<file path="src/rtl/cpu_types_pkg.sv">
// Shared CPU types: word/register-index types, the register-file write
// arbiter state enum and a saturating counter helper.
package cpu_types_pkg;

  typedef logic [31:0] word_t;
  typedef logic [4:0]  regbits_t;
  typedef logic [7:0]  cnt_t;

  typedef enum logic {
    IDLE   = 1'b0,
    LOCKED = 1'b1
  } arb_state_t;

  function automatic cnt_t sat_inc(
    input cnt_t c,
    input cnt_t m
  );
    return (c >= m) ? c : c + 8'd1;
  endfunction

endpackage

</file>
<file path="src/rtl/rr_arb2.sv">
// Two-way write-port grant logic (purely combinational).
// In: valid, rr, state, owner, cnt. Out: grant (one-hot/zero), force_rel.
module rr_arb2
  import cpu_types_pkg::*;
#(
  parameter int unsigned LOCK_MAX = 8
) (
  input  logic [1:0] valid,
  input  logic       rr,
  input  arb_state_t state,
  input  logic       owner,
  input  cnt_t       cnt,
  output logic [1:0] grant,
  output logic       force_rel
);

  // cnt counts beats already taken; the owner beat now in
  // flight brings it to cnt+1, so release once that hits max.
  localparam cnt_t LMAX_M1 = cnt_t'(LOCK_MAX - 1);

  logic other_v;

  always_comb begin
    grant     = 2'b00;
    force_rel = 1'b0;
    other_v   = owner ? valid[0] : valid[1];
    unique case (state)
      LOCKED: begin
        grant = owner ? {valid[1], 1'b0}
                      : {1'b0, valid[0]};
        force_rel = other_v && (cnt >= LMAX_M1);
      end
      default: begin
        unique case (valid)
          2'b11:   grant = rr ? 2'b10 : 2'b01;
          default: grant = valid;
        endcase
      end
    endcase
  end

endmodule

</file>
<file path="src/rtl/rf_write_arbiter.sv">
// Arbitrates the register-file write port between the writeback pipe
// (req 0) and the multicycle/load unit (req 1), with lockable
// multi-beat sequences and a bounded lock length.
// Ports: CLK, RST (async, high); req_valid/req_lock/req_sel*/req_dat*
// in; req_ready out; rf_WEN/rf_wsel/rf_wdat registered write port;
// locked/owner expose the lock state.
module rf_write_arbiter
  import cpu_types_pkg::*;
#(
  parameter int unsigned LOCK_MAX = 8
) (
  input  logic        CLK,
  input  logic        RST,
  input  logic [1:0]  req_valid,
  input  logic [1:0]  req_lock,
  input  logic [4:0]  req_sel0,
  input  logic [4:0]  req_sel1,
  input  logic [31:0] req_dat0,
  input  logic [31:0] req_dat1,
  output logic [1:0]  req_ready,
  output logic        rf_WEN,
  output logic [4:0]  rf_wsel,
  output logic [31:0] rf_wdat,
  output logic        locked,
  output logic        owner
);

  localparam cnt_t LMAX = cnt_t'(LOCK_MAX);

  arb_state_t state_q, state_d;
  logic       owner_q, owner_d;
  logic       rr_q, rr_d;
  cnt_t       cnt_q, cnt_d;
  logic       wen_q, wen_d;
  regbits_t   wsel_q, wsel_d;
  word_t      wdat_q, wdat_d;

  logic [1:0] grant;
  logic       force_rel;
  logic       beat;
  logic       gidx;
  regbits_t   b_sel;
  word_t      b_dat;

  rr_arb2 #(
    .LOCK_MAX (LOCK_MAX)
  ) u_arb (
    .valid     (req_valid),
    .rr        (rr_q),
    .state     (state_q),
    .owner     (owner_q),
    .cnt       (cnt_q),
    .grant     (grant),
    .force_rel (force_rel)
  );

  assign req_ready = grant;
  assign beat      = |grant;
  assign gidx      = grant[1];
  assign b_sel     = gidx ? req_sel1 : req_sel0;
  assign b_dat     = gidx ? req_dat1 : req_dat0;

  always_comb begin
    state_d = state_q;
    owner_d = owner_q;
    rr_d    = rr_q;
    cnt_d   = cnt_q;
    // x0 writes are consumed but never reach the file
    wen_d   = beat && (b_sel != 5'd0);
    wsel_d  = wen_d ? b_sel : wsel_q;
    wdat_d  = wen_d ? b_dat : wdat_q;
    unique case (state_q)
      IDLE: begin
        if (beat) begin
          rr_d = ~gidx;
          if (req_lock[gidx]) begin
            state_d = LOCKED;
            owner_d = gidx;
            cnt_d   = 8'd1;
          end
        end
      end
      default: begin
        if (beat) begin
          cnt_d = sat_inc(cnt_q, LMAX);
          if (!req_lock[owner_q] || force_rel) begin
            state_d = IDLE;
            owner_d = 1'b0;
            cnt_d   = 8'd0;
            rr_d    = ~owner_q;
          end
        end
      end
    endcase
  end

  always_ff @(posedge CLK or posedge RST) begin
    if (RST) begin
      state_q <= IDLE;
      owner_q <= 1'b0;
      rr_q    <= 1'b0;
      cnt_q   <= 8'd0;
      wen_q   <= 1'b0;
      wsel_q  <= 5'd0;
      wdat_q  <= 32'd0;
    end else begin
      state_q <= state_d;
      owner_q <= owner_d;
      rr_q    <= rr_d;
      cnt_q   <= cnt_d;
      wen_q   <= wen_d;
      wsel_q  <= wsel_d;
      wdat_q  <= wdat_d;
    end
  end

  assign rf_WEN  = wen_q;
  assign rf_wsel = wsel_q;
  assign rf_wdat = wdat_q;
  assign locked  = (state_q == LOCKED);
  assign owner   = owner_q;

endmodule

</file>
<file path="config.mk">
export PLATFORM = sky130hd
export DESIGN_NAME = rf_write_arbiter
export DESIGN_NICKNAME = d
export VERILOG_FILES = /design/src/rtl/cpu_types_pkg.sv /design/src/rtl/rr_arb2.sv /design/src/rtl/rf_write_arbiter.sv
export SDC_FILE = /design/constraint.sdc
export NUM_CORES = 1
export LEC_CHECK = 0
export CELL_PAD_IN_SITES_DETAIL_PLACEMENT = 2
export CELL_PAD_IN_SITES_GLOBAL_PLACEMENT = 2
export CORE_ASPECT_RATIO = 0.6
export CORE_MARGIN = 3
export CORE_UTILIZATION = 22
export CTS_CLUSTER_SIZE = 10
export DETAILED_ROUTE_END_ITERATION = 10
export GPL_TIMING_DRIVEN = 0
export PLACE_DENSITY = 0.88
export SYNTH_ARGS = -nofsm -noshare
export SYNTH_HDL_FRONTEND = slang
export SYNTH_SLANG_ARGS = --single-unit
export TNS_END_PERCENT = 20
</file>
<file path="constraint.sdc">
create_clock -name CLK -period 2.6 [get_ports CLK]
set_input_delay 0.65 -clock CLK [delete_from_list [all_inputs] [get_ports CLK]]
set_output_delay 0.65 -clock CLK [all_outputs]
set_load 0.02 [all_outputs]
</file>
[Word-level counts from Yosys, hierarchy flattened]
Cells that the tools add are included.
Storage, ports and cells
  flip-flop bits (word level): 49
  word-level logic and storage cells: 59
  input port bits: 80
  output and inout bits: 42
Operators by class
  eq/ne operators: 3
  reduce and logical (&&, ||, !) cells: 10
  $lt $le $gt $ge: 4
  bitwise gates (word level): 2
  add/sub/neg operators: 1
  multiplexer cells: 32
Operators by type and width (count)
  $mux 8: 6
  $mux 32: 1
  $mux 1: 20
  $add 8x1->8 const B: 1
  $ge 8x3->1 const B: 1
  $ge 8x4->1 const B: 1
  $mux 2: 4
  $reduce_and 3->1: 2
  $mux 5: 1
  $reduce_bool 5->1: 1
  $lt 1x2->1 const B: 2
  $ne 3x2->1 const B: 1
  $eq 2x2->1 const B: 1
  $logic_and 1x1->1: 2
  $ne 2x1->1 const B: 1
  $not 1->1: 2
  $reduce_and 2->1: 1
  $reduce_bool 2->1: 1
  $reduce_or 2->1: 1
  $logic_not 1->1: 1
  $logic_or 1x1->1: 1

[Depth between registers and ports, before layout]
Gate-level depths: netlist (run 1).
  depth after elaboration: 8
  depth in mapped cells: 8

[Hierarchy]
A second synthesis (run 1) with hierarchy kept.
Second synthesis, totals
  cells, all modules: 191
  area, all modules: 2603.7 um^2
By module, submodules not included
  rf_write_arbiter: instances 1, cells an instance 182, area an instance 2536.2 um^2
  rr_arb2: instances 1, cells an instance 9, area an instance 67.6 um^2

[Least setup slack after synthesis (run 1)]
No wires, ideal clock.
  path kind: in2out
  start: input req_valid[1]
  end: output req_ready[1]
  arrival time: 1.805 ns
  stages on the path: 5
  data required time: 1.950 ns
  setup slack: 0.145 ns
  path through: clkbuf_1 nand3_1 inv_2 clkbuf_1 clkbuf_1
On the way
  longest elaborated chain between the ends: 3
  elaborated cells between the ends (all ways): 4
RTL lines
  start, declared: RTL line rf_write_arbiter.sv:14  | input logic [1:0] req_valid,
  $eq 2x2->1: RTL line rr_arb2.sv:34  | unique case (valid)
  $mux 2: RTL line rr_arb2.sv:34
  $mux 2 (*): RTL line rr_arb2.sv:27  | unique case (state)
  end, declared: RTL line rf_write_arbiter.sv:20  | output logic [1:0] req_ready,
Mark *: on every way between the ends. The rest lies on a longest branch, timed or not.

[Worst setup path in the final report (run 1)]
  start: input req_valid[0]
  end: output req_ready[1]
On the way
  longest elaborated chain between the ends: 3
RTL lines (RTL line)
  $eq 2x2->1: rr_arb2.sv:34
  $mux 2: rr_arb2.sv:34
  $mux 2: rr_arb2.sv:27
No other way between the ends.

==> results by stage, run 1 <==
Die:
- From bottom edge to top edge, the die measures 87.8 um.
- The cell row count is 29.
- The floorplan step defined a die boundary enclosing 12500 sq um.
- The die width is 142 um.
- The I/O pin count is 122.
- The starting density of the core is 22.9%.
- The placeable core region is 10700 sq um.

CTS:
- The clock-pin transition on the worst setup and hold timing paths is 0.07 ns.
- Clock tree synthesis inserted a total of 5 buffers.
- The clock tree from TritonCTS is done.
- Buffers added to address setup during post-CTS repair amount to 0.
- The H-tree was split into 2 levels.
- The clock latency on the worst-skew pair is 0.30 ns.
- Counting along the longest clock path gives a buffer depth of 2.
- For this design, the CTS-stage hold fixing added 0 buffers.
- The tree built by TritonCTS fans out to 49 sinks.
- The cell at the root of the clock tree is sky130_fd_sc_hd__clkbuf_16.

Power:
- The highest ir drop seen on vdd is 0.453 mV.
- The share of total power dissipated in combinational logic is 53.6%.
- The areal power density over the cells is 1130 nW/um^2.
- The internal power of the cells totals 0.00264 W.
- The share of total power dissipated in sequential elements is 29.1%.
- The clock group share of total power is 17.2%.
- The net switching power figure is 0.00194 W.
- Power comes to 0.00458 W.
- The leakage power summed over all cells is 1.70 nW.
- The net switching share of the total power is 42.4%.

Global routing:
- The number of antenna violations at the first check in global routing is 0.
- For this run, the total global-route usage over all layers was measured as 17.3%.
- Entering global routing, the biggest net connects 32 pins.
- The total overflow left after global routing is 0.
- The number of global-route vias before repair is 3029.
- The first global-routing pass estimated 16.7 mm of wire.

Detailed routing:
- The pre-antenna-repair detailed-routing pass consisted of 4 iterations.
- The total DRC errors in the routed layout is 0.
- The detailed router's first-iteration violation count is 120.
- In the final routed layout, each cell accounts on average for 19.1 um.
- In the routed layout, each cell is associated on average with a via count of 4.83.
- The total detailed-routing wirelength is 10.7 mm.
- Once detail routing completed, the nets flagged for antenna violations numbered 0.
- The total via count after detailed routing is 2717.

Status:
- The flow ran to the end, and the final reports show no timing, DRC or antenna violations.

Placement:
- Once placement completed, the tool counted placed cells totaling 555.
- The placer's final routability congestion estimate is 0.832.
- Buffers placed on the I/O ports in this run total 120.
- The HPWL after detailed placement is 8.11 mm.

Yosys:
- The mapped netlist covers 2450 sq um.
- The dominant combinational cell family by area after synthesis is simple AND/OR/NAND/NOR gates.
- The cell count after synthesis came out at 295.
- The synthesized netlist contains 33 unique library cells.
- The parity-gate share of the synthesized area counting xor and xnor cells is 0%.
- After synthesis, the cell types taking the most area are sky130_fd_sc_hd__dfrtp_1 (50%), sky130_fd_sc_hd__nand2_1 (11%), sky130_fd_sc_hd__a31oi_1 (11%).
- The synthesis warning total is 0.
- Summing the sequential cell areas from Yosys gives 50.0% of the chip area.
- Of the total synthesized cell area, the portion taken by AND, OR, NAND and NOR gates is 24.5%.
- Multiplexer cells account for 2.04% of the synthesized area.
- The synthesized design spends more area on one cell type than any other, namely sky130_fd_sc_hd__dfrtp_1.
- The number of nets produced by synthesis is 377.
- The synthesized flop and latch total is 49.
- After synthesis, the largest area contributor takes up 50.0% of total cell area.
- After Yosys synthesis, full adders, half adders and majority gates account for 1.02% of the synthesized area.
- The share of the synthesized area in compound gates (AO/OA/AOI/OAI) is 18.0%.
- In this run the mean area of a mapped cell was 8.31 sq um.

Worst setup path:
- In this run the register-to-register setup slack is 0.32 ns.
- Data on the critical path arrives at its endpoint at 1.90 ns.
- The critical path starts at req_valid[0].
- The peak fanout along the critical path is 10.
- The data required time at the worst endpoint is 1.95 ns.
- STA classifies the critical path startpoint as an input pin.
- The startpoint of the worst-slack reg-to-reg timing path is owner.
- The critical path in this run is classified as in -> out.
- STA classifies the critical path endpoint as a primary output.

Min path:
- In this run the most critical hold path is launched from cnt_q[7].
- The path class of the lowest-slack min-delay path is reg -> reg.

Layout:
- The growth of design area from synthesis to finish is 65.6%.
- At the end of the flow, the number of nets in the layout was 505.
- 0 antenna diodes ended up in the layout.
- The post-route netlist has 7.55% of its cells at a drive strength greater than 1.
- After the flow finishes, the layout carries non-filler instances totaling 563.
- After filler insertion, the fill cell instance count of the layout stands at 1208.
- The utilization after layout is 37.9%.

Flow run:
- The max-cap violation count is 0.

Timing:
- The max-slew violation count came to 0.
- Setup repair after global routing could not meet its margin everywhere.
- Setup violations remaining at the end of the flow were counted as 0.
- The worst path uses 97.9% of the clock period.
- Headroom to the max-slew limit came out at 47.0%.
- After layout, the minimum clock period comes to 2.55 ns.
- The final hold violation count is 0.
- The slew at the pin with the worst max-slew slack is 0.795 ns.
- The achievable clock frequency is 0.393 GHz.
- Clock skew on the completed layout was measured at 0.00690 ns.
==> metrics by stage <==
step                TNS (ns)  hold slack [ns]  setup WS, ns  instance area (sq um)
floorplan                  0            0.463         0.145                   2450
global placement      -37.74            0.478         -1.39                   3830
detailed placement    -22.39            0.505         -1.44                   3850
CTS                        0            0.521        0.0355                   4050
global route         -0.0619            0.555       -0.0407                   4060
finish                     0            0.515        0.0547                   4060
==> critical path: stages <==
cell and delay, ns:
sky130_fd_sc_hd__clkbuf_4 0.14, sky130_fd_sc_hd__or3b_4 0.42, sky130_fd_sc_hd__nand3_4 0.11, sky130_fd_sc_hd__inv_2 0.06, sky130_fd_sc_hd__clkbuf_8 0.17, sky130_fd_sc_hd__clkbuf_8 0.17, sky130_fd_sc_hd__buf_2 0.16
==> routing by layer <==
metal / track usage [%] / wire length [um] / vias to the layer above
met4: 4.01 / 92 / 0
met1: 23.0 / 4970 / 1353
li1: - / - / 1272
met3: 4.15 / 650 / 8
met5: 0 / 0 / -
met2: 28.9 / 5020 / 84
==> path summary, 6_finish.rpt <==
path,to,depth (start not counted)
hold / removal,cnt_q[7],2
setup / recovery,req_ready[1],7
max in group asynchronous,rf_WEN,3
setup reg to reg,cnt_q[0],6
hold reg to reg,cnt_q[7],2
min in group asynchronous,rf_wdat[20],2
==> layout by cell type (no fill, tap or decap), types with 2 or more instances in the layout <==
cell type / synthesis / routed
sky130_fd_sc_hd__buf_2: 9 / 10
sky130_fd_sc_hd__mux2i_1: 5 / 5
sky130_fd_sc_hd__and3_1: 3 / 3
sky130_fd_sc_hd__o31ai_1: 2 / 2
sky130_fd_sc_hd__nor3_1: 4 / 4
sky130_fd_sc_hd__a21oi_1: 3 / 3
sky130_fd_sc_hd__a31oi_1: 43 / 43
sky130_fd_sc_hd__clkbuf_16: 0 / 5
sky130_fd_sc_hd__nand4_1: 2 / 2
sky130_fd_sc_hd__inv_1: 7 / 6
sky130_fd_sc_hd__ha_1: 2 / 2
sky130_fd_sc_hd__clkbuf_1: 9 / 6
sky130_fd_sc_hd__or4_1: 2 / 2
sky130_fd_sc_hd__nor2_1: 49 / 49
sky130_fd_sc_hd__clkdlybuf4s50_1: 0 / 117
sky130_fd_sc_hd__inv_2: 1 / 2
sky130_fd_sc_hd__nand2_1: 75 / 75
sky130_fd_sc_hd__o21ai_0: 7 / 7
sky130_fd_sc_hd__clkbuf_8: 0 / 3
sky130_fd_sc_hd__nand3_1: 5 / 4
sky130_fd_sc_hd__dfrtp_1: 49 / 48
sky130_fd_sc_hd__nand2b_1: 3 / 2
==> registers in the layout (all words and copies together), names as in the netlist <==
signal and cells:
rr_q 1, rf_wsel 5, rf_wdat 32, owner 1
rf_WEN 1, locked 1, cnt_q 8
==> area by class of cell <==
cell class	count	area, sq um	share of cell area (%)
tap	139	174	4.28
sequential	49	1230	30.2
timing repair buffer	121	1210	29.9
clock inverter	2	37.5	0.925
inverter	8	30.0	0.740
buffer	18	100	2.47
multi-input combinational	220	1140	28.1
clock buffer	6	139	3.42
==> kinds of logic (layout without fill, tap and decap cells) <==
group | Yosys count | count (layout)
and+or+nand+nor | 146 | 146
AOI/OAI and AO/OA | 67 | 67
DFF | 49 | 49
buffers and inverters | 26 | 155
muxes | 5 | 5
adders and majority gates | 2 | 2
==> timing repair <==
item                                   4_1_cts  5_1_grt
setup endpoints to repair                   45       21
gates resized for setup                     20        4
endpoints found under the hold margin        0        0
==> power by group through the flow <==
stage,Combinational [W],Sequential [W],Clock [W]
final,0.00246,0.00134,0.000790
after global routing,0.00267,0.00139,0.000846
after CTS,0.00248,0.00134,0.000811
after detailed placement,0.00243,0.00135,0
after global placement,0.00234,0.00133,0
after floorplan,0.000876,0.00169,0
==> cells in the mapped netlist, drive strengths merged <==
master / number
ha: 2
a31oi: 43
nor2: 49
o21ai: 7
mux2i: 5
or3b: 1
nand3: 5
o31ai: 2
a21oi: 3
nand2b: 3
nor2b: 1
or4: 2
nand4: 2
inv: 8
clkbuf: 9
nor3: 4
a21boi: 2
a311oi: 1
and3: 3
o22ai: 1
nand2: 75
dfrtp: 49
o2bb2ai: 1
a21o: 1
buf: 9
a211o: 1
o211ai: 1
a31o: 1
a221oi: 1
a211oi: 2
nand4b: 1
Note: power is estimated with default switching activity, not from simulation.
==> inputs of run 2 (changes only) <==
--- a/config.mk
+++ b/config.mk
@@ -12,6 +12,7 @@
 export CORE_UTILIZATION = 22
 export CTS_CLUSTER_SIZE = 10
 export DETAILED_ROUTE_END_ITERATION = 10
+export GPL_ROUTABILITY_DRIVEN = 0
 export GPL_TIMING_DRIVEN = 0
 export PLACE_DENSITY = 0.88
 export SYNTH_ARGS = -nofsm -noshare
==> results of run 2 <==
Same layout as run 1: the final DEF is identical, and so are final timing and power.
